`src/rtl/cmd_queue_irq_coalesce.sv`:
```
// rtl/cmd_queue_irq_coalesce.sv - per-source interrupt coalescer with req/ack output
//
// Purpose: counts rising edges of irq_sq / irq_cq, fires a source once its pending
// count reaches cfg_thresh (0 acts as 1) or its timer reaches cfg_timeout (0 = off),
// and presents one request at a time to the interrupt controller on irq_req/irq_ack.
// When both sources fire together the grant alternates against the last granted source.
//
// Ports:
//   aclk, aresetn           clock, asynchronous active-low reset
//   irq_sq, irq_cq          interrupt levels from the command queue (rising edge = event)
//   cfg_en                  coalescer enable
//   cfg_thresh              events per interrupt
//   cfg_timeout             cycles from first pending event to forced fire
//   irq_req, irq_ack        request held until acknowledged
//   irq_vec                 0 = SQ, 1 = CQ
//   irq_evt_cnt             events folded into the current request
//   stat_clr, stat_sq_cnt, stat_cq_cnt   acked-request counters (CMD_QUEUE_IRQ_STATS_EN only)
//
// Build option: define CMD_QUEUE_IRQ_STATS_EN to add the statistics counters.

module cmd_queue_irq_coalesce #(
   parameter int C_CNT_WIDTH = 8,
   parameter int C_TMR_WIDTH = 16
) (
   input  logic                   aclk,
   input  logic                   aresetn,
   input  logic                   irq_sq,
   input  logic                   irq_cq,
   input  logic                   cfg_en,
   input  logic [C_CNT_WIDTH-1:0] cfg_thresh,
   input  logic [C_TMR_WIDTH-1:0] cfg_timeout,
   output logic                   irq_req,
   output logic                   irq_vec,
   output logic [C_CNT_WIDTH-1:0] irq_evt_cnt,
   input  logic                   irq_ack
`ifdef CMD_QUEUE_IRQ_STATS_EN
   ,
   input  logic                   stat_clr,
   output logic [31:0]            stat_sq_cnt,
   output logic [31:0]            stat_cq_cnt
`endif
);

   localparam logic [C_CNT_WIDTH-1:0] CNT_ONE = C_CNT_WIDTH'(1);
   localparam logic [C_CNT_WIDTH-1:0] CNT_MAX = '1;
   localparam logic [C_TMR_WIDTH-1:0] TMR_ONE = C_TMR_WIDTH'(1);
   localparam logic [C_TMR_WIDTH-1:0] TMR_MAX = '1;

   typedef enum logic {S_IDLE, S_REQ} state_t;

   state_t                 state, state_nxt;
   logic [1:0]             irq_in;     // index 0 = SQ, 1 = CQ
   logic [1:0]             prev;
   logic [1:0]             evt;
   logic [1:0]             fire;
   logic [1:0]             grant_oh;
   logic                   last_src;   // last granted source, drives round-robin
   logic [C_CNT_WIDTH-1:0] pend [2];
   logic [C_TMR_WIDTH-1:0] tmr  [2];
   logic [C_CNT_WIDTH-1:0] thresh_eff;

   assign irq_in     = {irq_cq, irq_sq};
   assign thresh_eff = (cfg_thresh == '0) ? CNT_ONE : cfg_thresh;
   assign irq_req    = (state == S_REQ);

   always_comb begin
      evt  = '0;
      fire = '0;
      for (int i = 0; i < 2; i++) begin
         evt[i]  = cfg_en & irq_in[i] & ~prev[i];
         fire[i] = (pend[i] != '0) &&
                   ((pend[i] >= thresh_eff) ||
                    ((cfg_timeout != '0) && (tmr[i] >= cfg_timeout)));
      end
   end

   // Next-state / grant selection
   always_comb begin
      state_nxt = state;
      grant_oh  = '0;
      case (state)
         S_IDLE: begin
            if (cfg_en && (fire != '0)) begin
               state_nxt = S_REQ;
               if (fire == 2'b11)
                  grant_oh = last_src ? 2'b01 : 2'b10;
               else
                  grant_oh = fire;
            end
         end
         S_REQ: begin
            if (irq_ack)
               state_nxt = S_IDLE;
         end
         default: state_nxt = S_IDLE;
      endcase
   end

   always_ff @(posedge aclk or negedge aresetn) begin
      if (!aresetn) begin
         state       <= S_IDLE;
         irq_vec     <= 1'b0;
         irq_evt_cnt <= '0;
         last_src    <= 1'b1;   // so the first contested grant goes to SQ
      end else begin
         state <= state_nxt;
         if (grant_oh != '0) begin
            irq_vec     <= grant_oh[1];
            last_src    <= grant_oh[1];
            irq_evt_cnt <= grant_oh[1] ? pend[1] : pend[0];
         end
      end
   end

   // Per-source edge detect, pending counter and timeout timer
   always_ff @(posedge aclk or negedge aresetn) begin
      if (!aresetn) begin
         prev <= '0;
         for (int i = 0; i < 2; i++) begin
            pend[i] <= '0;
            tmr[i]  <= '0;
         end
      end else begin
         prev <= irq_in;
         for (int i = 0; i < 2; i++) begin
            if (grant_oh[i]) begin
               // an event landing on the grant edge starts the next batch
               pend[i] <= evt[i] ? CNT_ONE : '0;
               tmr[i]  <= '0;
            end else if (!cfg_en) begin
               pend[i] <= '0;
               tmr[i]  <= '0;
            end else begin
               if (evt[i] && (pend[i] != CNT_MAX))
                  pend[i] <= pend[i] + CNT_ONE;
               if (pend[i] == '0)
                  tmr[i] <= '0;
               else if (tmr[i] != TMR_MAX)
                  tmr[i] <= tmr[i] + TMR_ONE;
            end
         end
      end
   end

`ifdef CMD_QUEUE_IRQ_STATS_EN
   always_ff @(posedge aclk or negedge aresetn) begin
      if (!aresetn) begin
         stat_sq_cnt <= '0;
         stat_cq_cnt <= '0;
      end else if (stat_clr) begin
         stat_sq_cnt <= '0;
         stat_cq_cnt <= '0;
      end else if ((state == S_REQ) && irq_ack) begin
         if (!irq_vec && (stat_sq_cnt != 32'hFFFF_FFFF))
            stat_sq_cnt <= stat_sq_cnt + 32'd1;
         if (irq_vec && (stat_cq_cnt != 32'hFFFF_FFFF))
            stat_cq_cnt <= stat_cq_cnt + 32'd1;
      end
   end
`endif

endmodule

```
`config.mk`:
```
export PLATFORM = sky130hd
export DESIGN_NAME = cmd_queue_irq_coalesce
export DESIGN_NICKNAME = d
export VERILOG_FILES = /design/src/rtl/cmd_queue_irq_coalesce.sv
export SDC_FILE = /design/constraint.sdc
export NUM_CORES = 1
export LEC_CHECK = 0
export BUFFER_PORTS_ARGS = -buffer_cell sky130_fd_sc_hd__buf_2
export CORE_UTILIZATION = 50
export DETAILED_ROUTE_END_ITERATION = 6
export PLACE_DENSITY = 0.69
export SKIP_CTS_REPAIR_TIMING = 1
export SLEW_MARGIN = 20
export SYNTH_ARGS = -nofsm -noshare
export SYNTH_HDL_FRONTEND = slang
export SYNTH_SLANG_ARGS = --single-unit
```
`constraint.sdc`:
```
create_clock -name aclk -period 4.5 [get_ports aclk]
set_input_delay 0 -clock aclk [delete_from_list [all_inputs] [get_ports aclk]]
set_output_delay 0 -clock aclk [all_outputs]
set_load 0.01 [all_outputs]
```
==> results of run 1 <==
==> per-stage QoR <==
step / hold WS (ps) / instances / total power (uW) / setup slack (ps) / cell area (um2)
2_1_floorplan: -295.6 / 466 / 628.1 / 1776 / 4240
3_3_place_gp: 120.1 / 600 / 673.5 / 1324 / 4534
3_5_place_dp: 125.3 / 600 / 676.7 / 1256 / 4534
4_1_cts: -251.1 / 616 / 1247 / 1219 / 4760
5_1_grt: 293.2 / 621 / 1287 / 979.2 / 4810
6_report: 302.4 / 621 / 1231 / 1245 / 4810
==> sequential cells by signal, summed over array words and instances, names as in the netlist <==
signal / cells
tmr: 32
pend: 16
irq_evt_cnt: 8
prev: 2
irq_req: 1
irq_vec: 1
last_src: 1
==> where the power goes <==
part	switching, uW	total [uW]	internal (uW)
combinational	68.5	109	40.6
sequential	4.54	560	556
clock	221	562	340
total	294	1230	937
==> cells in the mapped netlist, types with 2 or more instances <==
cell type  count
nor2_1        45
inv_1         37
buf_2          2
mux2_4         6
mux2i_1        4
a21oi_1       36
clkbuf_1       9
xnor2_1       20
nor2b_1        2
o211ai_1       3
a2111oi_0      4
a31oi_1        4
dfrtp_1       60
and2_1         3
and3_1        11
nand2_1       37
and4_1         5
buf_1          2
o31ai_1        2
xor2_1        16
nand4_1       10
nor4_1        10
mux2_2         9
a21o_1         5
o21ai_0       10
nand3_1       19
nand2b_1       3
nor3_1        21
o21ai_1        3
ha_1          54
==> worst reg2reg max path: stages (launching register included) <==
cell       delay (ps)
dfrtp_1           400
inv_1              70
ha_1              260
nand2b_1          130
a2111oi_0         550
nand4b_1          200
a41oi_1           150
o21ai_1           220
a211o_1           470
nand2_1           110
buf_4             230
a2111oi_0         330
==> cells by family (layout without fill, tap and decap cells) <==
| group | Yosys count | in the layout |
|---|---|---|
| compound gates | 75 | 75 |
| xor+xnor | 36 | 36 |
| fa+ha+maj | 54 | 54 |
| buf+inv | 51 | 101 |
| flops | 61 | 61 |
| mux | 19 | 19 |
| simple gates | 170 | 170 |
==> layer usage <==
| layer | track usage | up-vias | share of wire |
|---|---|---|---|
| li1 | - | 1736 | - |
| met1 | 0.3007 | 1683 | 0.48 |
| met2 | 0.3972 | 74 | 0.46 |
| met3 | 0.04288 | 14 | 0.038 |
| met4 | 0.08974 | 0 | 0.018 |
| met5 | 0 | - | 0 |
==> cell type report <==
class	count	area, um2
clock buffers	12	155.1
clock inverters	4	70.07
multi-input cells	354	2511
flip-flops and latches	61	1528
fillers	722	3407
inverters	37	138.9
well taps	105	131.4
repair buffers	48	275.3
==> worst min-delay path by stage <==
stage,endpoint,cells after the start,from
floorplan,irq_evt_cnt[0]$_DFFE_PN0P_,0,aresetn
global placement,prev[1]$_DFF_PN0_,1,irq_cq
detailed placement,prev[1]$_DFF_PN0_,1,irq_cq
CTS,prev[1]$_DFF_PN0_,1,irq_cq
global route,prev[1]$_DFF_PN0_,2,irq_cq
finish,prev[1]$_DFF_PN0_,2,irq_cq
==> flow_metrics.env, run 1 <==
export IMPL_critPathSlowestCell="a2111oi_0"
export IMPL_required_ps=4710
export IMPL_synth_compound_area_share=0.1086
export IMPL_antenna_left=0
export IMPL_detailed_place_hpwl_mm=6.923
export IMPL_grt_pass1_vias=3373
export IMPL_gp_congestion=0.8956
export IMPL_cp_depth=11
export IMPL_cts_max_level=3
export IMPL_synth_top_family_by_area="simple AND/OR/NAND/NOR gates"
export IMPL_vdd_ir_drop_max_uv=130.4
export IMPL_dieArea_um2=8853
export IMPL_wl_mm=9.611
export IMPL_overflow=0
export IMPL_yosys_area_share_adder=0.1593
export IMPL_clock_sinks=61
export IMPL_die_w_um=94.09
export IMPL_synth_edf_count=0
export IMPL_path_buf_inv=2
export IMPL_max_slew_margin_rel=0.4741
export IMPL_firstDrtPassIters=4
export IMPL_maxCapViolations=0
export IMPL_final_common_cell="dfrtp_1"
export IMPL_cts_tree="yes"
export IMPL_clkTransAtPathRegs_ps=70
export IMPL_fin_crit_sh=0.7233
export IMPL_fin_nets=595
export IMPL_cp_start_kind="register"
export IMPL_cp_top_family="compound AO/OA/AOI/OAI gates"
export IMPL_vias_per_cell=5.647
export IMPL_grt_max_degree=62
export IMPL_area_growth_pct=13.43
export IMPL_crit_start="tmr[0]$_DFFE_PN0P_"
export IMPL_drt_wirelength_per_cell_um=15.48
export IMPL_cellPowerDensity_nw_per_um2=256.0
export IMPL_cpPeakStageDelay_ps=550
export IMPL_clock_path_buffers=2
export IMPL_final_cell_mix="dfrtp_1, ha_1, nor2_1"
export IMPL_synth_xor_area_share=0.07436
export IMPL_regToRegStartpoint="tmr[0]$_DFFE_PN0P_"
export IMPL_io_pins=40
export IMPL_layout_drive_gt1_share=0.1453
export IMPL_coreArea_um2=8217
export IMPL_cp_max_fo=23
export IMPL_vias=3507
export IMPL_path_cells="inv_1 -> ha_1 -> nand2b_1 -> a2111oi_0 -> nand4b_1 -> a41oi_1 -> o21ai_1 -> a211o_1 -> nand2_1 -> buf_4 -> a2111oi_0"
export IMPL_drt_iter0_drc=87
export IMPL_status="completed"
export IMPL_rsz0062_at_grt="no"
export IMPL_crit_top_cell="a2111oi_0"
export IMPL_cts_made_buffers=9
export IMPL_synthFlopType="dfrtp_1"
export IMPL_crit_type="reg2reg"
export IMPL_io_buffers=39
export IMPL_hold_path_class="in2reg"
export IMPL_worst_pin_slew_ps=788.8
export IMPL_drv_slew=0
export IMPL_yosysTopAreaCellShare=0.3541
export IMPL_grt_pass1_wl_mm=15.95
export IMPL_fmax_mhz=307.2
export IMPL_synth_distinct_cells=44
export IMPL_synthTopCellsByArea="dfrtp_1, ha_1, a21oi_1, xnor2_1, nor2_1"
export IMPL_fin_crit_ps=3255
export IMPL_grtUsageTotal=0.2364
export IMPL_yosys_warnings=0
export IMPL_p_leak_uw=0.002442
export IMPL_yosys_area_top_type="dfrtp_1"
export IMPL_drc=0
export IMPL_synth_seq_area_share=0.3603
export IMPL_num_rows=33
export IMPL_syn_area_per_cell_um2=9.099
export IMPL_rr_worst_depth=11
export IMPL_synth_cells=466
export IMPL_dieHeight_um=94.09
export IMPL_r2r_end="tmr[15]$_DFFE_PN0P_"
export IMPL_synthMuxAreaShare=0.05459
export IMPL_async_flop_share=1.000
export IMPL_fin_skew_ps=4.459
export IMPL_critPathArrivalTime_ps=3470
export IMPL_final_hold_viol_count=0
export IMPL_initial_core_util=0.5161
export IMPL_fin_util=0.5854
export IMPL_clock_root_buffer="clkbuf_8"
export IMPL_final_setup_viol_count=0
export IMPL_antenna_found_initial=0
export IMPL_yosys_area_share_simple=0.1953
export IMPL_clk_latency_ps=350
export IMPL_synth_nets=550
export IMPL_insertedDiodeCount=0
export IMPL_worst_r2r_setup_slack_ps=1250
export IMPL_ys_seq_elements=61
export IMPL_setup_worst_path_end_class="register"
export IMPL_synthesis_area_um2=4240
export IMPL_worstSetupEndpoint="tmr[15]$_DFFE_PN0P_"
export IMPL_finalSetupTns_ps=0
(Power assumes the default switching activity.)
==> run 2: changes to the inputs <==
==> constraint.sdc (replaced) <==
create_clock -name aclk -period 3.25 [get_ports aclk]
set_input_delay 0 -clock aclk [delete_from_list [all_inputs] [get_ports aclk]]
set_output_delay 0 -clock aclk [all_outputs]
set_load 0.01 [all_outputs]
==> run 2 against run 1 <==
  * Global-route usage increased by 0.68 points
  * Highest routed layer unchanged
  * Register-to-register slack worse by 1100 ps
  * Sequential cell count stayed put
  * Hold slack worse by 76 ps
  * Largest cell class unchanged
  * Core utilization up 0.53 points
  * Largest power group is now sequential cells
  * Design area up 0.91%
  * Clock-buffer cell count fell by 2
  * Fmax up 6.3%
  * Final cell count rose by 1.1%
==> flow_metrics.env, run 2 (synthesis results as in run 1) <==
export IMPL_crit_start="pend[0]$_DFFE_PN0P_"
export IMPL_maxCapViolations=0
export IMPL_drt_wirelength_per_cell_um=15.39
export IMPL_cp_max_fo=8
export IMPL_clock_sinks=61
export IMPL_path_buf_inv=2
export IMPL_vias_per_cell=5.599
export IMPL_crit_top_cell="mux2_4"
export IMPL_rsz0062_at_grt="no"
export IMPL_p_seq_frac=0.460
export IMPL_layout_drive_gt1_share=0.1568
export IMPL_finalSetupTns_ps=0
export IMPL_grt_max_degree=32
export IMPL_cellPowerDensity_nw_per_um2=347.3
export IMPL_pwr_share_clk=0.447
export IMPL_clock_root_buffer="clkbuf_8"
export IMPL_clk_latency_ps=350
export IMPL_path_cells="inv_1 -> ha_1 -> nand2b_1 -> a21o_1 -> a2111oi_1 -> o31ai_1 -> o21ai_1 -> a211o_1 -> buf_4 -> mux2_4 -> mux2_4"
export IMPL_p_leak_uw=0.002458
export IMPL_setup_worst_path_end_class="register"
export IMPL_io_buffers=39
export IMPL_fin_crit_sh=0.9423
export IMPL_area_growth_pct=14.46
export IMPL_final_setup_viol_count=0
export IMPL_die_w_um=94.09
export IMPL_detailed_place_hpwl_mm=7.344
export IMPL_vdd_ir_drop_max_uv=239.7
export IMPL_cts_made_buffers=9
export IMPL_largest_register_ffs=32
export IMPL_switchingPower_uw=426.2
export IMPL_dieArea_um2=8853
export IMPL_wl_mm=9.665
export IMPL_critPathSlowestCell="a2111oi_1"
export IMPL_switching_share=0.2529
export IMPL_placedCellCount=607
export IMPL_crit_type="reg2reg"
export IMPL_grt_pass1_vias=3458
export IMPL_fin_crit_ps=3062
export IMPL_final_cell_mix="dfrtp_1, ha_1, nor2_1"
export IMPL_grtUsageTotal=0.2432
export IMPL_max_slew_margin_rel=0.5258
export IMPL_clkTransAtPathRegs_ps=80
export IMPL_final_seq_area_um2=1528
export IMPL_cp_start_kind="register"
export IMPL_status="completed"
export IMPL_final_cell_count_no_fill=628
export IMPL_worst_r2r_setup_slack_ps=190
export IMPL_antenna_left=0
export IMPL_fin_skew_ps=14.01
export IMPL_drv_slew=0
export IMPL_clock_path_buffers=2
export IMPL_grt_pass1_wl_mm=16.46
export IMPL_cp_top_family="compound AO/OA/AOI/OAI gates"
export IMPL_r2r_end="irq_evt_cnt[7]$_DFFE_PN0P_"
export IMPL_cts_tree="yes"
export IMPL_coreArea_um2=8217
export IMPL_final_hold_viol_count=0
export IMPL_num_rows=33
export IMPL_gp_congestion=0.8612
export IMPL_regToRegStartpoint="pend[0]$_DFFE_PN0P_"
export IMPL_firstDrtPassIters=4
export IMPL_top_regs="tmr: 32 flops, pend: 16 flops, irq_evt_cnt: 8 flops"
export IMPL_required_ps=3490
export IMPL_cp_depth=11
export IMPL_multi_input_comb_area_um2=2512
export IMPL_fin_nets=602
export IMPL_power_frac_comb=0.093
export IMPL_p_int_uw=1259
export IMPL_fillers=754
export IMPL_overflow=0
export IMPL_io_pins=40
export IMPL_final_common_cell="dfrtp_1"
export IMPL_antenna_found_initial=0
export IMPL_worst_pin_slew_ps=711.3
export IMPL_worstSetupEndpoint="irq_evt_cnt[7]$_DFFE_PN0P_"
export IMPL_power_uw=1685
export IMPL_cts_max_level=3
export IMPL_fmax_mhz=326.5
export IMPL_hold_path_class="in2async"
export IMPL_vias=3516
export IMPL_initial_core_util=0.5161
export IMPL_drt_iter0_drc=177
export IMPL_cpPeakStageDelay_ps=440
export IMPL_largest_register="tmr"
export IMPL_critPathArrivalTime_ps=3300
export IMPL_insertedDiodeCount=0
export IMPL_dieHeight_um=94.09
export IMPL_drc=0
export IMPL_fin_util=0.5907
export IMPL_rr_worst_depth=11
## run 2: cell count changes in the layout (fill, tap and decap cells not counted), sizes merged
cell	previous run	this run
buf	43	50
clkbuf	12	10
clkinvlp	0	3
clkinv	2	1
## run 2: area by class of cell
type                       instances  area share
tap                              105     0.02707
sequential                        61      0.3148
multi-input combinational        354      0.5177
clock buffer                      10     0.02630
timing repair buffer              55     0.06754
inverter                          37     0.02862
clock inverter                     6     0.01805
## run 2: worst min-delay path by stage
stage                  from                    endpoint  slack (ps)
global route         irq_cq           prev[1]$_DFF_PN0_         290
floorplan           aresetn  irq_evt_cnt[0]$_DFFE_PN0P_        -300
CTS                 aresetn          tmr[2]$_DFFE_PN0P_        -300
finish              aresetn          tmr[2]$_DFFE_PN0P_         230
global placement    aresetn          tmr[2]$_DFFE_PN0P_          90
detailed placement  aresetn          tmr[2]$_DFFE_PN0P_         100
## run 2: power by group through the flow
stage                     Combinational, uW  Sequential, uW  Clock (uW)
final                                   157             776         753
after global routing                    178             776         802
after CTS                               152             776         773
after detailed placement                152             790           0
after global placement                  147             789           0
after floorplan                        79.0             791           0
## run 2: worst reg2reg max path: cells and delay by family (launching register included)
| kind | cells | cell delay (ps) |
|---|---|---|
| DFF | 1 | 400 |
| adders and majority gates | 1 | 250 |
| buffers and inverters | 2 | 370 |
| muxes | 2 | 560 |
| AOI/OAI and AO/OA | 5 | 1250 |
| and+or+nand+nor | 1 | 140 |
## run 2: through the flow
| step | instance area (um2) | setup slack [ps] | hold WS [ps] |
|---|---|---|---|
| 2_1_floorplan | 4240 | 525.7 | -295.6 |
| 3_3_place_gp | 4587 | 224.2 | 90.79 |
| 3_5_place_dp | 4587 | 89.69 | 95.38 |
| 4_1_cts | 4802 | 146.7 | -298.0 |
| 5_1_grt | 4853 | 33.70 | 287.9 |
| 6_report | 4853 | 187.5 | 226.1 |
## run 2: metal layers
metal	GRT usage	vias up	wire length [um]
li1	-	1748	-
met3	0.05421	20	475
met4	0.08974	0	199
met1	0.3066	1655	4498
met2	0.4057	93	4491
met5	0	-	0
